$ cat src/rtl/sensor_scan_ctrl.sv
`default_nettype none
// ============================================================================
// Module      : sensor_scan_ctrl
// Description : Sequential three-channel sensor scanner with mux settling,
//               atomic result update and debounced CO / water alarms.
// Revision    : 1.0 - initial release
// ============================================================================
module sensor_scan_ctrl #(
  parameter int SETTLE_CYCLES = 4,
  parameter int PERSIST       = 3,
  parameter int MQ_LIMIT      = 1,
  parameter int WATER_LIMIT   = 5
) (
  input  logic       clk,
  input  logic       rst_n,
  input  logic       start,
  input  logic       cont,
  input  logic       abort,
  input  logic [3:0] mq7in,
  input  logic [3:0] waterLevel,
  input  logic       tempin,
  output logic [1:0] sel,
  output logic       busy,
  output logic [3:0] mq_val,
  output logic [3:0] water_val,
  output logic       temp_val,
  output logic       scan_done,
  output logic       mqled,
  output logic       waterled
);

  localparam logic [3:0] c_settle_last = 4'(SETTLE_CYCLES - 1);
  localparam logic [2:0] c_persist     = 3'(PERSIST);
  localparam logic [3:0] c_mq_limit    = 4'(MQ_LIMIT);
  localparam logic [3:0] c_water_limit = 4'(WATER_LIMIT);
  localparam logic [1:0] c_ch_last     = 2'd2;

  typedef enum logic [1:0] {
    IDLE    = 2'd0,
    SETTLE  = 2'd1,
    CAPTURE = 2'd2,
    DONE    = 2'd3
  } state_t;

  state_t     r_state;
  state_t     w_state_nxt;
  logic [1:0] r_ch;
  logic [1:0] w_ch_nxt;
  logic [3:0] r_cnt;
  logic [3:0] w_cnt_nxt;
  logic       w_capture;
  logic       w_commit;

  logic [3:0] r_mq_sh;
  logic [3:0] r_water_sh;
  logic       r_temp_sh;
  logic [2:0] r_mq_cnt;
  logic [2:0] r_w_cnt;
  logic [2:0] w_mq_cnt_nxt;
  logic [2:0] w_w_cnt_nxt;
  logic       w_mq_hit;
  logic       w_w_hit;

  // --------------------------------------------------------------------------
  // Sequencer state register
  // --------------------------------------------------------------------------
  always_ff @(posedge clk or negedge rst_n) begin
    if (!rst_n) begin
      r_state <= IDLE;
      r_ch    <= 2'd0;
      r_cnt   <= 4'd0;
    end else begin
      r_state <= w_state_nxt;
      r_ch    <= w_ch_nxt;
      r_cnt   <= w_cnt_nxt;
    end
  end

  // --------------------------------------------------------------------------
  // Sequencer next-state and outputs
  // --------------------------------------------------------------------------
  always_comb begin
    w_state_nxt = r_state;
    w_ch_nxt    = r_ch;
    w_cnt_nxt   = r_cnt;
    w_capture   = 1'b0;
    w_commit    = 1'b0;
    sel         = 2'd0;
    busy        = 1'b1;

    case (r_state)
      IDLE: begin
        busy = 1'b0;
        if (start) begin
          w_state_nxt = SETTLE;
          w_ch_nxt    = 2'd0;
          w_cnt_nxt   = 4'd0;
        end
      end

      SETTLE: begin
        sel = r_ch;
        if (abort) begin
          w_state_nxt = IDLE;
          w_ch_nxt    = 2'd0;
          w_cnt_nxt   = 4'd0;
        end else if (r_cnt == c_settle_last) begin
          w_state_nxt = CAPTURE;
          w_cnt_nxt   = 4'd0;
        end else begin
          w_cnt_nxt = r_cnt + 4'd1;
        end
      end

      CAPTURE: begin
        sel = r_ch;
        if (abort) begin
          w_state_nxt = IDLE;
          w_ch_nxt    = 2'd0;
          w_cnt_nxt   = 4'd0;
        end else begin
          w_capture = 1'b1;
          w_cnt_nxt = 4'd0;
          if (r_ch == c_ch_last) begin
            w_state_nxt = DONE;
            w_ch_nxt    = 2'd0;
          end else begin
            w_state_nxt = SETTLE;
            w_ch_nxt    = r_ch + 2'd1;
          end
        end
      end

      DONE: begin
        w_ch_nxt  = 2'd0;
        w_cnt_nxt = 4'd0;
        if (abort) begin
          w_state_nxt = IDLE;
        end else begin
          w_commit    = 1'b1;
          w_state_nxt = cont ? SETTLE : IDLE;
        end
      end

      default: begin
        w_state_nxt = IDLE;
        w_ch_nxt    = 2'd0;
        w_cnt_nxt   = 4'd0;
        busy        = 1'b0;
      end
    endcase
  end

  // --------------------------------------------------------------------------
  // Per-channel shadow registers, loaded only on a channel's capture edge
  // --------------------------------------------------------------------------
  always_ff @(posedge clk or negedge rst_n) begin
    if (!rst_n) begin
      r_mq_sh    <= 4'd0;
      r_water_sh <= 4'd0;
      r_temp_sh  <= 1'b0;
    end else if (w_capture) begin
      case (r_ch)
        2'd0:    r_mq_sh    <= mq7in;
        2'd1:    r_water_sh <= waterLevel;
        default: r_temp_sh  <= tempin;
      endcase
    end
  end

  // --------------------------------------------------------------------------
  // Alarm persistence: saturate at PERSIST while exceeding, clear otherwise
  // --------------------------------------------------------------------------
  always_comb begin
    w_mq_hit     = (r_mq_sh >= c_mq_limit);
    w_w_hit      = (r_water_sh > c_water_limit);
    w_mq_cnt_nxt = 3'd0;
    w_w_cnt_nxt  = 3'd0;
    if (w_mq_hit) begin
      w_mq_cnt_nxt = (r_mq_cnt >= c_persist) ? c_persist : r_mq_cnt + 3'd1;
    end
    if (w_w_hit) begin
      w_w_cnt_nxt = (r_w_cnt >= c_persist) ? c_persist : r_w_cnt + 3'd1;
    end
  end

  // --------------------------------------------------------------------------
  // Published results: all values and alarms move together at DONE
  // --------------------------------------------------------------------------
  always_ff @(posedge clk or negedge rst_n) begin
    if (!rst_n) begin
      mq_val    <= 4'd0;
      water_val <= 4'd0;
      temp_val  <= 1'b0;
      r_mq_cnt  <= 3'd0;
      r_w_cnt   <= 3'd0;
      mqled     <= 1'b0;
      waterled  <= 1'b0;
      scan_done <= 1'b0;
    end else begin
      scan_done <= w_commit;
      if (w_commit) begin
        mq_val    <= r_mq_sh;
        water_val <= r_water_sh;
        temp_val  <= r_temp_sh;
        r_mq_cnt  <= w_mq_cnt_nxt;
        r_w_cnt   <= w_w_cnt_nxt;
        mqled     <= (w_mq_cnt_nxt == c_persist);
        waterled  <= (w_w_cnt_nxt == c_persist);
      end
    end
  end

endmodule
`default_nettype wire

$ cat config.mk
export PLATFORM = sky130hd
export DESIGN_NAME = sensor_scan_ctrl
export DESIGN_NICKNAME = d
export VERILOG_FILES = /design/src/rtl/sensor_scan_ctrl.sv
export SDC_FILE = /design/constraint.sdc
export NUM_CORES = 1
export LEC_CHECK = 0
export CAP_MARGIN = 20
export CORE_MARGIN = 2
export CORE_UTILIZATION = 58
export CTS_BUF_LIST = sky130_fd_sc_hd__clkbuf_2
export CTS_CLUSTER_DIAMETER = 150
export CTS_CLUSTER_SIZE = 10
export DETAILED_ROUTE_END_ITERATION = 10
export PLACE_DENSITY = 0.94
export SYNTH_ARGS = -nofsm -noshare
export SYNTH_HDL_FRONTEND = slang
export SYNTH_SLANG_ARGS = --single-unit
$ cat constraint.sdc
create_clock -name clk -period 3.11 [get_ports clk]
set_input_delay 0.622 -clock clk [delete_from_list [all_inputs] [get_ports clk]]
set_output_delay 0.622 -clock clk [all_outputs]
set_load 0.05 [all_outputs]
### Word-level counts from Yosys, hierarchy flattened

Index checks and enable logic that the tools add are counted.

* bits in registers: 35
* latch bits: 0
* memory bits (writable): 0
* ROM bits: 0
* input port bits: 14
* output and inout bits: 15
* logic and storage cells: 70
* memories: 0

* add/sub/neg operators: 4
* $mul: 0
* divide/modulo/power cells: 0
* order comparisons: 4
* eq/ne operators: 11
* shift operators: 0
* mux-type cells: 26
* bitwise operators: 1
* reduce and logical (&&, ||, !) cells: 10

Operator list (number)
* $mux 2: 10
* $pmux 2 s4: 2
* $mux 3: 4
* $mux 4: 3
* $pmux 4 s3: 1
* $reduce_and 2->1: 5
* $add 3x1->3 const B: 2
* $eq 2x2->1 const B: 3
* $eq 3x2->1 const B: 2
* $ge 3x2->1 const B: 2
* $mux 1: 6
* $reduce_or 2->1: 3
* $add 4x1->4 const B: 1
* $eq 2x1->1 const B: 2
* $eq 4x2->1 const B: 1
* $ge 4x1->1 const B: 1
* $gt 4x3->1 const B: 1
* $logic_not 2->1: 2
* $ne 2x2->1 const B: 2
* $ne 3x3->1 const B: 1
* $add 2x1->2 const B: 1
* $not 1->1: 1

### Longest topological paths before layout

Gate-level depths: netlist (run 1).

* depth after elaboration: 4
* gate-level depth with buffers: 7
* depth with buffers taken out: 6

### Worst setup path before layout (run 1)

Ideal clock, no wire load.

* kind: reg2out
* start: reg r_state[1]
* end: out sel[0]
* arrival: 1126 ps
* data required time: 2488 ps
* path slack: 1362 ps
* cell stages (with the launch flop): 4
* path buffers: 0
* cells stage by stage: dfrtp_1 inv_1 ha_1 and2_1

* word-level cells in the longest chain between the ends: 3
* elaborated cells on any way between the ends: 4
* classes of those cells: eq/ne (2); mux (1); reduce/logical (1)

Ends and longest elaborated chain
* from (decl): line 45 `state_t r_state;`
* from (signal assigned): line 73 `r_state <= w_state_nxt;`
* $eq 2x2->1 / $eq 2x1->1 (equally long branches): line 91 `case (r_state)`
* $reduce_or 2->1 (no source line) *
* $mux 2 *: line 91
* to (decl): line 22 `output logic [1:0] sel,`

Mark *: on every way between the ends. The rest lies on a longest branch, timed or not.

### Final worst setup path (run 1)

* start: reg r_state[0]
* end: out sel[0]

The elaborated chain is that of the path after synthesis.

==> impl_metrics.env, run 1 <==
export IMPL_antenna_left=0
export IMPL_worstPathMaxFanout=4
export IMPL_power_share_clock=0.121
export IMPL_end_kind="output port"
export IMPL_io_buffers=28
export IMPL_cts_num_sinks=35
export IMPL_coreArea_um2=2760
export IMPL_wl_per_cell_um=14.8
export IMPL_required_ns=2.49
export IMPL_drtPass1Iterations=4
export IMPL_rows=19
export IMPL_cts_htree_levels=2
export IMPL_synthDominantCellAreaShare=0.524
export IMPL_hp_class="reg -> reg"
export IMPL_via_per_inst=5.55
export IMPL_finalHoldViolations=0
export IMPL_dp_slack_ns=0.745
export IMPL_cts_root_buffer="clkbuf_2"
export IMPL_area_delta_synth_final_pct=20.1
export IMPL_synth_seq_cells=35
export IMPL_syn_num_nets=157
export IMPL_antenna_found_initial=0
export IMPL_total_power_w=0.00167
export IMPL_cts_resized=0
export IMPL_die_width_um=57.7
export IMPL_die_area_um2=3330
export IMPL_grtUsageTotal=0.195
export IMPL_place_gp_congestion=0.790
export IMPL_ys_warn_count=0
export IMPL_path_class="reg -> out"
export IMPL_wirelength_um=2920
export IMPL_ctsHoldBuffers=0
export IMPL_r2r_end="r_state[1]$_DFFE_PN0P_"
export IMPL_instances_no_fill=198
export IMPL_grt_max_degree=36
export IMPL_finalSetupViolations=0
export IMPL_grt_overflow_total=0
export IMPL_vias=1099
export IMPL_p_sw_w=0.000692
export IMPL_rr_startpoint="r_state[0]$_DFFE_PN0P_"
export IMPL_placed_cells_incl_taps=190
export IMPL_combPwrFrac=0.467
export IMPL_power_leakage_nw=0.955
export IMPL_power_frac_seq=0.412
export IMPL_syn_inst=133
export IMPL_vdd_drop_max_mv=0.663
export IMPL_drive_above_1_share=0.210
export IMPL_rrSetupSlack_ns=1.21
export IMPL_synthDistinctLibCells=31
export IMPL_initial_utilization=0.607
export IMPL_cts_tree="built"
export IMPL_synth_area_leaders="dfrtp_1 52%, mux2_2 13%, ha_1 7.5%"
export IMPL_power_density_nw_per_um2=833
export IMPL_drc_errors=0
export IMPL_ys_seq_area_frac=0.524
export IMPL_diodes=0
export IMPL_finalSetupTns_ns=0
export IMPL_finalCritPeriodShare=0.878
export IMPL_post_cts_buffers=0
export IMPL_min_period_ns=2.73
export IMPL_internal_power_w=0.000980
export IMPL_clk_path_buf_depth=2
export IMPL_switching_share=0.414
export IMPL_final_nets=190
export IMPL_whs_ns=0.507
export IMPL_max_cap_viol_count=0
export IMPL_layout_commonest_cell="dfrtp_1"
export IMPL_grt_pass1_wl_um=4900
export IMPL_crit_start="r_state[0]$_DFFE_PN0P_"
export IMPL_arrival_ns=2.11
export IMPL_layout_setup_ws_ns=0.379
export IMPL_status="complete, no violations"
export IMPL_fmax_ghz=0.366
export IMPL_grt_pass1_vias=1153
export IMPL_crit_end="sel[0]"
export IMPL_io_pins=29
export IMPL_maxSlewViolCount=0
export IMPL_yosysTopAreaCell="dfrtp_1"
export IMPL_worstSkewPairLatency_ns=0.37
export IMPL_reg2reg_depth=6
export IMPL_slew_headroom=0.557
export IMPL_startpoint_type="flip-flop"
export IMPL_die_h_um=57.7
export IMPL_dpl_hpwl_um=2220
export IMPL_clk_pin_slew_worst_paths_ns=0.17
export IMPL_synth_area_um2=1670
export IMPL_mostFrequentLayoutCells="35 x dfrtp_1, 28 x clkdlybuf4s50_1, 19 x mux2_2, 10 x nor2_1, 10 x ha_1"
export IMPL_rsz0062_at_grt="false"
export IMPL_worst_pin_slew_ns=0.659
export IMPL_drtIter0Drc=23
export IMPL_syn_avg_cell_area_um2=12.6
export IMPL_numCtsBuffers=5
export IMPL_clock_skew_ns=0.0142
synth_stat cells:
| cell type | n |
|---|---|
| ha_1 | 10 |
| or3_1 | 2 |
| nand3_1 | 1 |
| a31oi_1 | 3 |
| a211o_1 | 2 |
| xor2_1 | 1 |
| buf_6 | 2 |
| mux2i_1 | 2 |
| a21boi_4 | 1 |
| nor3_1 | 1 |
| nand2_1 | 7 |
| or4_1 | 2 |
| nor4b_4 | 2 |
| mux2_2 | 19 |
| inv_2 | 1 |
| and2_1 | 2 |
| a21oi_1 | 3 |
| a31o_4 | 1 |
| dfrtp_1 | 35 |
| buf_4 | 1 |
| o31ai_1 | 4 |
| nor4_1 | 1 |
| o21ai_0 | 5 |
| nor2_1 | 10 |
| nand4b_1 | 1 |
| inv_1 | 9 |
| xnor2_1 | 1 |
| nand4_1 | 1 |
| mux2_4 | 1 |
| nand2_2 | 1 |
| nand2b_1 | 1 |
registers in the layout (all words and copies together), names as in the netlist:
signal and count:
r_mq_sh 4, r_w_cnt 3, r_temp_sh 1, r_state 2
r_water_sh 4, scan_done 1, r_mq_cnt 3, mqled 1
r_ch 2, temp_val 1, r_cnt 4, water_val 4
mq_val 4, waterled 1
worst max-delay path, stage by stage, from the launching register on:
cell and delay, ns:
dfrtp_1 0.41, inv_1 0.11, ha_1 0.30, and2_1 0.13
clkdlybuf4s50_1 0.79
routing by layer:
layer,vias to the layer above,part of all wire,global-route usage
met5,-,0,0
met4,0,0.017,0.0664
met3,6,0.053,0.0692
met2,27,0.50,0.343
met1,530,0.43,0.220
li1,536,-,-
cell type report:
class | instances | area [um^2]
Tap cell | 31 | 38.8
Sequential cell | 35 | 876
Inverter | 10 | 37.5
Fill cell | 190 | 748
Clock buffer | 7 | 35.0
Clock inverter | 1 | 5.00
Timing Repair Buffer | 29 | 288
Multi-Input combinational cell | 85 | 729
power groups by stage:
stage / logic, W / clock network [W] / registers [W]
2_1_floorplan: 0.000443 / 0 / 0.000821
3_3_place_gp: 0.000750 / 0 / 0.000687
3_5_place_dp: 0.000783 / 0 / 0.000701
4_1_cts: 0.000786 / 0.000212 / 0.000689
5_1_grt: 0.000848 / 0.000230 / 0.000708
6_report: 0.000781 / 0.000203 / 0.000689
per-stage QoR:
step / cell area (um^2) / utilization
floorplan: 1670 / -
global placement: 1970 / 0.714
detailed placement: 1970 / 0.714
CTS: 2010 / 0.729
global route: 2010 / 0.729
finish: 2010 / 0.729
worst min path at each step:
stage                     slack (ns)                  start  cells after the start                     to
final                           0.51      mqled$_DFFE_PN0P_                      2      mqled$_DFFE_PN0P_
after floorplan                 0.33                  rst_n                      0  mq_val[0]$_DFFE_PN0P_
after CTS                       0.52      mqled$_DFFE_PN0P_                      2      mqled$_DFFE_PN0P_
after global placement          0.46      mqled$_DFFE_PN0P_                      2      mqled$_DFFE_PN0P_
after detailed placement        0.48      mqled$_DFFE_PN0P_                      2      mqled$_DFFE_PN0P_
after global routing            0.55  r_temp_sh$_DFFE_PN0P_                      1  r_temp_sh$_DFFE_PN0P_
kinds of logic after synthesis:
| family | synth area share |
|---|---|
| DFF | 0.524 |
| AOI/OAI and AO/OA | 0.0853 |
| and+or+nand+nor | 0.117 |
| xor gates and xnor gates | 0.0105 |
| buffers and inverters | 0.0404 |
| muxes | 0.149 |
| adders and majority gates | 0.0748 |
Power figures use the tool's default switching activity.
==> inputs of run 2 (changes only) <==
--- a/config.mk
+++ b/config.mk
@@ -6,7 +6,7 @@
 export NUM_CORES = 1
 export LEC_CHECK = 0
 export CAP_MARGIN = 20
-export CORE_MARGIN = 2
+export CORE_MARGIN = 4
 export CORE_UTILIZATION = 58
 export CTS_BUF_LIST = sky130_fd_sc_hd__clkbuf_2
 export CTS_CLUSTER_DIAMETER = 150
==> run 2 against run 1 <==
  * Via count rose by 2.5%
  * Largest cell class unchanged
  * Routed wire length rose by 3.4%
  * Hold slack improved by 0.013 ns
  * First-iteration DRC count rose by 96%
  * Highest routed layer unchanged
  * Non-clock buffer count did not move
  * Combinational power rose by 0.9%
  * Final cell count did not move
  * Register-to-register slack barely moved
  * Critical path type unchanged
  * Global-route usage fell by 2.3 points
  * Clock skew fell by 0.0050 ns
==> impl_metrics.env, run 2 (synthesis gave the netlist of run 1 again) <==
export IMPL_status="complete, no violations"
export IMPL_fmax_ghz=0.372
export IMPL_internal_power_w=0.000973
export IMPL_layout_commonest_cell="dfrtp_1"
export IMPL_clk_pin_slew_worst_paths_ns=0.16
export IMPL_drc_errors=0
export IMPL_routed_wl_met2_um=1620
export IMPL_rr_startpoint="r_state[0]$_DFFE_PN0P_"
export IMPL_numCtsBuffers=5
export IMPL_grt_pass1_wl_um=4770
export IMPL_cts_tree="built"
export IMPL_finalHoldViolations=0
export IMPL_rows=19
export IMPL_hp_class="reg -> reg"
export IMPL_drive_above_1_share=0.198
export IMPL_antenna_found_initial=0
export IMPL_io_buffers=28
export IMPL_drtIter0Drc=45
export IMPL_finalSetupViolations=0
export IMPL_diodes=0
export IMPL_wl_per_cell_um=15.3
export IMPL_post_cts_buffers=0
export IMPL_power_density_nw_per_um2=832
export IMPL_die_area_um2=3810
export IMPL_wirelength_um=3020
export IMPL_maxSlewViolCount=0
export IMPL_clock_skew_ns=0.00915
export IMPL_whs_ns=0.519
export IMPL_via_per_inst=5.69
export IMPL_fin_util=0.728
export IMPL_initial_utilization=0.607
export IMPL_required_ns=2.49
export IMPL_antenna_left=0
export IMPL_grt_overflow_total=0
export IMPL_die_h_um=61.7
export IMPL_cts_htree_levels=2
export IMPL_startpoint_type="flip-flop"
export IMPL_rsz0062_at_grt="false"
export IMPL_crit_start="r_state[1]$_DFFE_PN0P_"
export IMPL_cts_num_sinks=35
export IMPL_r2r_end="r_state[1]$_DFFE_PN0P_"
export IMPL_path_class="reg -> out"
export IMPL_rrSetupSlack_ns=1.22
export IMPL_grtUsageTotal=0.172
export IMPL_finalSetupTns_ns=0
export IMPL_io_pins=29
export IMPL_end_kind="output port"
export IMPL_slew_headroom=0.587
export IMPL_worstSkewPairLatency_ns=0.34
export IMPL_vdd_drop_max_mv=0.698
export IMPL_cts_resized=0
export IMPL_dpl_hpwl_um=2360
export IMPL_worst_pin_slew_ns=0.613
export IMPL_ctsHoldBuffers=0
export IMPL_drtPass1Iterations=4
export IMPL_power_share_clock=0.114
export IMPL_vias=1126
export IMPL_coreArea_um2=2760
export IMPL_finalCritPeriodShare=0.864
export IMPL_power_leakage_nw=0.951
export IMPL_grt_max_degree=36
export IMPL_final_nets=190
export IMPL_clk_path_buf_depth=2
export IMPL_holdPathStages=2
export IMPL_cts_root_buffer="clkbuf_2"
export IMPL_switching_share=0.418
export IMPL_max_cap_viol_count=0
export IMPL_power_frac_seq=0.415
export IMPL_area_delta_synth_final_pct=20.0
export IMPL_grt_pass1_vias=1149
export IMPL_combPwrFrac=0.472
export IMPL_place_gp_congestion=0.719
export IMPL_reg2reg_depth=6
export IMPL_topRoutingLayerUsed="met4"
export IMPL_arrival_ns=2.06
export IMPL_mostFrequentLayoutCells="35 x dfrtp_1, 28 x clkdlybuf4s50_1, 19 x mux2_2, 10 x nor2_1, 10 x ha_1"
export IMPL_dr_wl_met3_um=144
export IMPL_crit_end="sel[1]"
export IMPL_die_width_um=61.7
export IMPL_met1_length_um=1230
export IMPL_p_sw_w=0.000698
export IMPL_worstPathMaxFanout=4
export IMPL_min_period_ns=2.69
==> run 2: cell count changes in the layout (fill, tap and decap cells not counted), sizes merged <==
cell / delta
clkbuf: -1
clkinv: +1
==> run 2: critical path, cell delays in order, from the launching register on <==
cell and delay [ns]:
dfrtp_1 0.43, inv_1 0.10, ha_1 0.28, and2_1 0.12, clkdlybuf4s50_1 0.79
==> run 2: power groups by stage <==
| stage | clock network (W) | registers (W) | logic [W] |
|---|---|---|---|
| 2_1_floorplan | 0 | 0.000821 | 0.000443 |
| 3_3_place_gp | 0 | 0.000687 | 0.000750 |
| 3_5_place_dp | 0 | 0.000704 | 0.000789 |
| 4_1_cts | 0.000197 | 0.000692 | 0.000793 |
| 5_1_grt | 0.000219 | 0.000706 | 0.000858 |
| 6_report | 0.000190 | 0.000693 | 0.000788 |
==> run 2: final cells by class <==
type,instances,area (um^2)
fill,199,751
clock inverter,2,7.51
timing repair buffer,29,288
inverter,10,37.5
multi-input combinational,85,729
tap,31,38.8
clock buffer,6,30.0
sequential,35,876
==> run 2: metrics by stage <==
step           cells  cell area, um^2  power, W  setup WS [ns]
2_1_floorplan    133             1670   0.00126           1.36
3_3_place_gp     190             1970   0.00144          0.827
3_5_place_dp     190             1970   0.00149          0.732
4_1_cts          198             2010   0.00168          0.401
5_1_grt          198             2010   0.00178          0.332
6_report         198             2010   0.00167          0.424
==> run 2: worst min-delay path by stage <==
| stage | from | to |
|---|---|---|
| finish | mqled$_DFFE_PN0P_ | mqled$_DFFE_PN0P_ |
| CTS | mqled$_DFFE_PN0P_ | mqled$_DFFE_PN0P_ |
| floorplan | rst_n | mq_val[0]$_DFFE_PN0P_ |
| detailed placement | mqled$_DFFE_PN0P_ | mqled$_DFFE_PN0P_ |
| global route | mq_val[3]$_DFFE_PN0P_ | mq_val[3]$_DFFE_PN0P_ |
| global placement | mqled$_DFFE_PN0P_ | mqled$_DFFE_PN0P_ |
==> run 2: metal layers <==
metal,track usage,up-vias
li1,-,534
met1,0.189,566
met2,0.312,24
met3,0.0393,2
met4,0.0788,0
met5,0,-
==> inputs of run 3 (changes only) <==
--- a/config.mk
+++ b/config.mk
@@ -9,7 +9,7 @@
 export CORE_MARGIN = 4
 export CORE_UTILIZATION = 58
 export CTS_BUF_LIST = sky130_fd_sc_hd__clkbuf_2
-export CTS_CLUSTER_DIAMETER = 150
+export CTS_CLUSTER_DIAMETER = 120
 export CTS_CLUSTER_SIZE = 10
 export DETAILED_ROUTE_END_ITERATION = 10
 export PLACE_DENSITY = 0.94
==> results of run 3 <==
No change in the layout: final DEF, timing and power equal those of run 2.
==> RTL change 1: new RTL, settings of run 1 <==
Encoding of `state_t`: now one-hot (4 bits for 4 states).
--- a/src/rtl/sensor_scan_ctrl.sv
+++ b/src/rtl/sensor_scan_ctrl.sv
@@ -35,11 +35,11 @@
   localparam logic [3:0] c_water_limit = 4'(WATER_LIMIT);
   localparam logic [1:0] c_ch_last     = 2'd2;
 
-  typedef enum logic [1:0] {
-    IDLE    = 2'd0,
-    SETTLE  = 2'd1,
-    CAPTURE = 2'd2,
-    DONE    = 2'd3
+  typedef enum logic [3:0] {
+    IDLE    = 4'b0001,
+    SETTLE  = 4'b0010,
+    CAPTURE = 4'b0100,
+    DONE    = 4'b1000
   } state_t;
 
   state_t     r_state;
Check against the original RTL: same outputs for any inputs over 10 cycles, from zero or initial values and one cycle with rst_n low; not proved beyond that.
==> RTL change 1 against run 1 <==
  * The flow now finishes with violations (design-rule violations)
  * Wire length grew 11%
  * Worst setup slack lost 0.19 ns
  * Via count grew 11%
  * Sequential cell count grew 2
  * Register-to-register slack gained 0.09 ns
  * First-iteration DRC count grew 110%
  * Cell area grew 3.6%
  * Synthesized area grew 4.0%
Power is not compared: it rests on default switching activity, and its combinational part moved more than twofold at a synthesized area within 25%.
==> RTL change 1: results (changes against run 1) <==
Parameter                              Value

Route
  Total Routed Length ... 3230 um (was 2920 um)
  Met3 Routed Length ... 144 um (was 155 um)
  DRC Markers ... 2 (was 0)
  Detailed-router iteration count before antenna repair ... 7 (was 4)
  Number of vias after detailed routing ... 1216 (was 1099)
  Detailed-routing wirelength on met1 ... 1430 um (was 1250 um)
  Routed wl met2 ... 1600 um (was 1460 um)
  First DRT Iteration DRCs ... 49 (was 23)

Outcome
  Status ... finished with violations (was completed)
  Failing checks ... design-rule violations

Clock network
  Resized cells post-CTS ... 0 (unchanged)
  Clock slew at reported path FFs ... 0.19 ns (was 0.17 ns)
  Worst skew pair latency ... 0.40 ns (was 0.37 ns)

Synth
  Syn_nets ... 165 (was 157)
  Count of different cell masters after synthesis ... 42 (was 31)
  Commonest cells in the synthesized netlist ... sky130_fd_sc_hd__dfrtp_1, sky130_fd_sc_hd__mux2_2, sky130_fd_sc_hd__nor2_1, sky130_fd_sc_hd__o21ai_0, sky130_fd_sc_hd__inv_1 (was sky130_fd_sc_hd__dfrtp_1, sky130_fd_sc_hd__mux2_2, sky130_fd_sc_hd__ha_1, sky130_fd_sc_hd__nor2_1, sky130_fd_sc_hd__inv_1)
  Top cells by area, synth ... sky130_fd_sc_hd__dfrtp_1, sky130_fd_sc_hd__mux2_2, sky130_fd_sc_hd__ha_1 (unchanged)

Worst hold path
  Hold path startpoint ... waterled$_DFFE_PN0P_ (was mqled$_DFFE_PN0P_)
  End point of the most critical hold path ... waterled$_DFFE_PN0P_ (was mqled$_DFFE_PN0P_)
  Number of cells on the worst hold path ... 2 (unchanged)

Setup path
  Arrival time of the worst setup path ... 2.30 ns (was 2.11 ns)
  Worst-case reg-to-reg path depth ... 5 (was 6)
  Delay of the slowest cell on the worst path ... 0.88 ns (was 0.79 ns)
  Worst reg2reg endpoint ... r_mq_cnt[0]$_DFFE_PN0P_ (was r_state[1]$_DFFE_PN0P_)
  Critical path fanouts, max ... 7 (was 4)
  Worst reg2reg path startpoint ... r_state[1]$_DFFE_PN0P_ (was r_state[0]$_DFFE_PN0P_)
  Worst setup slack for register-to-register paths ... 1.30 ns (was 1.21 ns)

Placed design
  Setup Slack @ Placement ... 0.630 ns (was 0.745 ns)
  Placer's final routability congestion estimate ... 0.834 (was 0.790)
  Area post-placement ... 0.00204 sq mm (was 0.00197 sq mm)
  Post-detailed-placement half-perimeter wirelength ... 2450 um (was 2220 um)

Global routing
  Largest net degree at the start of global routing ... 38 (was 36)
  Total track usage ... 0.215 (was 0.195)
  First-pass GRT wire length ... 5430 um (was 4900 um)

Cells and area
  Share of final-layout standard cells stronger than drive strength 1 ... 0.197 (was 0.210)
  Final net count ... 196 (was 190)

Timing
  Worst clock skew ... 0.0215 ns (was 0.0142 ns)
  Hold slack final ... 0.518 ns (was 0.507 ns)
  Slew at the pin with the worst max-slew slack ... 0.517 ns (was 0.659 ns)

Run
  Max-capacitance violation count ... 0 (unchanged)
-- RTL change 1: worst max-delay path by stage --
stage,end,cells past startpoint,start
5_1_grt,sel[0],3,r_state[1]$_DFFE_PN0P_
3_5_place_dp,sel[0],3,r_state[1]$_DFFE_PN0P_
3_3_place_gp,r_mq_cnt[0]$_DFFE_PN0P_,6,abort
2_1_floorplan,sel[0],3,r_state[2]$_DFFE_PN0P_
6_report,sel[0],3,r_state[1]$_DFFE_PN0P_
4_1_cts,sel[0],3,r_state[1]$_DFFE_PN0P_
-- RTL change 1: layout make-up --
cell class              instances  area, sq um
multi-input cells              95          751
fillers                       191          723
repair buffers                 30          295
inverters                       8         30.0
clock buffers                   6         30.0
flip-flops and latches         37          927
well taps                      31         38.8
clock inverters                 2         10.0
-- RTL change 1: stage by stage --
stage	std cells	power [W]
6_report	209	0.000886
5_1_grt	209	0.000931
4_1_cts	209	0.000890
3_5_place_dp	201	0.000681
3_3_place_gp	201	0.000672
2_1_floorplan	146	0.000636
-- RTL change 1: power breakdown --
part	internal, W	switching (W)
Clock	0.0000564	0.000157
Sequential	0.000500	0.0000327
Combinational	0.0000684	0.0000717
Total	0.000624	0.000261
-- RTL change 1: cell families (layout without fill, tap and decap cells) --
group	Yosys count	in the layout	synth area share
fa+ha+maj	5	5	0.0359
mux	19	19	0.131
xor+xnor	1	1	0.00503
compound gates	29	29	0.114
flops	37	37	0.533
buf+inv	14	46	0.0359
simple gates	41	41	0.145
-- RTL change 1: tightest hold or removal path, stage by stage, from the launching register on --
cell and delay, ns:
sky130_fd_sc_hd__dfrtp_1 0.39, sky130_fd_sc_hd__nand2_1 0.05, sky130_fd_sc_hd__o31ai_1 0.06
-- RTL change 1: metal layers --
layer / track usage / up-vias
li1: - / 588
met1: 0.273 / 593
met2: 0.341 / 26
met3: 0.0747 / 9
met4: 0.0779 / 0
met5: 0 / -
==> RTL change 2: new RTL, settings of run 1 <==
Without the edit above. Put a register stage on the output `sel`, without a reset. The value now appears one clock later. The other outputs are not delayed to match.
--- a/src/rtl/sensor_scan_ctrl.sv
+++ b/src/rtl/sensor_scan_ctrl.sv
@@ -42,6 +42,8 @@
     DONE    = 2'd3
   } state_t;
 
+  logic [1:0] sel_d;
+
   state_t     r_state;
   state_t     w_state_nxt;
   logic [1:0] r_ch;
@@ -85,7 +87,7 @@
     w_cnt_nxt   = r_cnt;
     w_capture   = 1'b0;
     w_commit    = 1'b0;
-    sel         = 2'd0;
+    sel_d       = 2'd0;
     busy        = 1'b1;
 
     case (r_state)
@@ -99,7 +101,7 @@
       end
 
       SETTLE: begin
-        sel = r_ch;
+        sel_d = r_ch;
         if (abort) begin
           w_state_nxt = IDLE;
           w_ch_nxt    = 2'd0;
@@ -113,7 +115,7 @@
       end
 
       CAPTURE: begin
-        sel = r_ch;
+        sel_d = r_ch;
         if (abort) begin
           w_state_nxt = IDLE;
           w_ch_nxt    = 2'd0;
@@ -211,6 +213,10 @@
     end
   end
 
+  always_ff @(posedge clk) begin
+    sel <= sel_d;
+  end
+
 endmodule
 `default_nettype wire
 
Behaviour: not the same (a bounded check fails within 10 cycles, from zero or initial values and one cycle with rst_n low).
==> RTL change 2 against run 1 <==
  * Synthesized area up 2.0%
  * Sequential cell count grew 2
  * Cell area rose by 1.7%
  * Worst setup slack improved by 0.16 ns
  * Wire length is 7.6% higher
  * Non-clock buffer count is the same
  * Power rose by 1.2%
  * Global-route usage grew 1.6 points
  * Hold slack gained 0.0019 ns
  * Cell count grew 2.5%
  * Die area up 1.9%
  * Largest power group unchanged
==> RTL change 2: results (changes against run 1) <==
Parameter                              Value

Outcome
  Status ... completed (unchanged)

Synth
  Post-synthesis compound-gate area fraction ... 0.0843 (was 0.0853)
  Share of flip-flops with an asynchronous set or reset after synthesis ... 0.946 (was 1.00)
  Commonest cells in the synthesized netlist ... sky130_fd_sc_hd__dfrtp_1, sky130_fd_sc_hd__mux2_2, sky130_fd_sc_hd__ha_1, sky130_fd_sc_hd__nand2_1 (was sky130_fd_sc_hd__dfrtp_1, sky130_fd_sc_hd__mux2_2, sky130_fd_sc_hd__ha_1, sky130_fd_sc_hd__nor2_1, sky130_fd_sc_hd__inv_1)
  Syn_nets ... 162 (was 157)
  Count of different cell masters after synthesis ... 33 (was 31)
  Area share of xor/xnor cells in the synthesized design ... 0.0103 (was 0.0105)
  Arithmetic-cell share of the synthesized area counting full adders, half adders and majority gates ... 0.0733 (was 0.0748)
  Post-synthesis sequential area ratio ... 0.537 (was 0.524)
  Multiplexer share of the synthesized area ... 0.137 (was 0.149)
  Top cells by area, synth ... sky130_fd_sc_hd__dfrtp_1, sky130_fd_sc_hd__mux2_2, sky130_fd_sc_hd__ha_1 (unchanged)
  Number of synthesis warnings ... 0 (unchanged)

Timing
  Slew at the pin with the worst max-slew slack ... 0.552 ns (was 0.659 ns)
  Worst clock skew ... 0.00784 ns (was 0.0142 ns)

Cells and area
  Layout Area Growth over Synthesis ... 19.8% (was 20.1%)
  # fillers ... 182 (was 190)
  Share of final-layout standard cells stronger than drive strength 1 ... 0.192 (was 0.210)
  Final net count ... 195 (was 190)

Route
  Routed wire length per instance ... 15.5 um (was 14.8 um)
  First DRT Iteration DRCs ... 22 (was 23)

Placed design
  Area post-placement ... 0.00201 sq mm (was 0.00197 sq mm)
  Placer's final routability congestion estimate ... 0.761 (was 0.790)
  Post-detailed-placement half-perimeter wirelength ... 2360 um (was 2220 um)

Pwr
  Static leakage power ... 0.962 nW (was 0.955 nW)
  Max IR drop VDD ... 0.000690 V (was 0.000663 V)

Global routing
  Number of global-route vias before repair ... 1189 (was 1153)
  First-pass GRT wire length ... 5210 um (was 4900 um)
  Total track usage ... 0.210 (was 0.195)

Setup path
  Arrival time of the worst setup path ... 1.94 ns (was 2.11 ns)
  Capture point of the critical path ... busy (was sel[0])

Clock network
  Number of buffers created by CTS ... 5 (unchanged)

Worst hold path
  Hold path startpoint ... waterled$_DFFE_PN0P_ (was mqled$_DFFE_PN0P_)
  End point of the most critical hold path ... waterled$_DFFE_PN0P_ (was mqled$_DFFE_PN0P_)
RTL change 2: changes by cell type in the layout (fill, tap and decap cells not counted), sizes merged:
cell,change
inv,+1
dfxtp,+2
mux2,-1
clkbuf,-2
nand2,+3
o21ai,+1
a31o,-1
clkinv,+2
nor2,-1
o31ai,+1
RTL change 2: metal layers:
layer	wire length [um]	track usage	vias to the layer above
li1	-	-	550
met1	1260	0.219	574
met2	1670	0.385	26
met3	153	0.0692	5
met4	63	0.0897	0
met5	0	0	-
RTL change 2: power breakdown:
group	internal, W	switching, W
clock network	0.0000491	0.000151
logic	0.000316	0.000465
registers	0.000615	0.0000966
total	0.000980	0.000713
RTL change 2: area by class of cell:
cell class / instances / area share
Sequential cell: 37 / 0.448
Inverter: 11 / 0.0202
Tap cell: 31 / 0.0190
Timing Repair Buffer: 29 / 0.141
Clock inverter: 3 / 0.00612
Clock buffer: 5 / 0.0122
Multi-Input combinational cell: 87 / 0.354
RTL change 2: metrics by stage:
step                      instances  setup WS (ns)  total power [W]  hold WS (ns)
after floorplan                 138           1.46          0.00128         0.326
after global placement          195          0.810          0.00145         0.470
after detailed placement        195          0.679          0.00150         0.476
after CTS                       203          0.514          0.00170         0.512
after global routing            203          0.439          0.00180         0.538
final                           203          0.543          0.00169         0.509
RTL change 2: critical path, stage by stage, from the launching register on:
cell and delay (ns):
sky130_fd_sc_hd__dfrtp_1 0.41, sky130_fd_sc_hd__inv_1 0.10, sky130_fd_sc_hd__ha_1 0.22, sky130_fd_sc_hd__inv_1 0.05
sky130_fd_sc_hd__clkdlybuf4s50_1 0.79
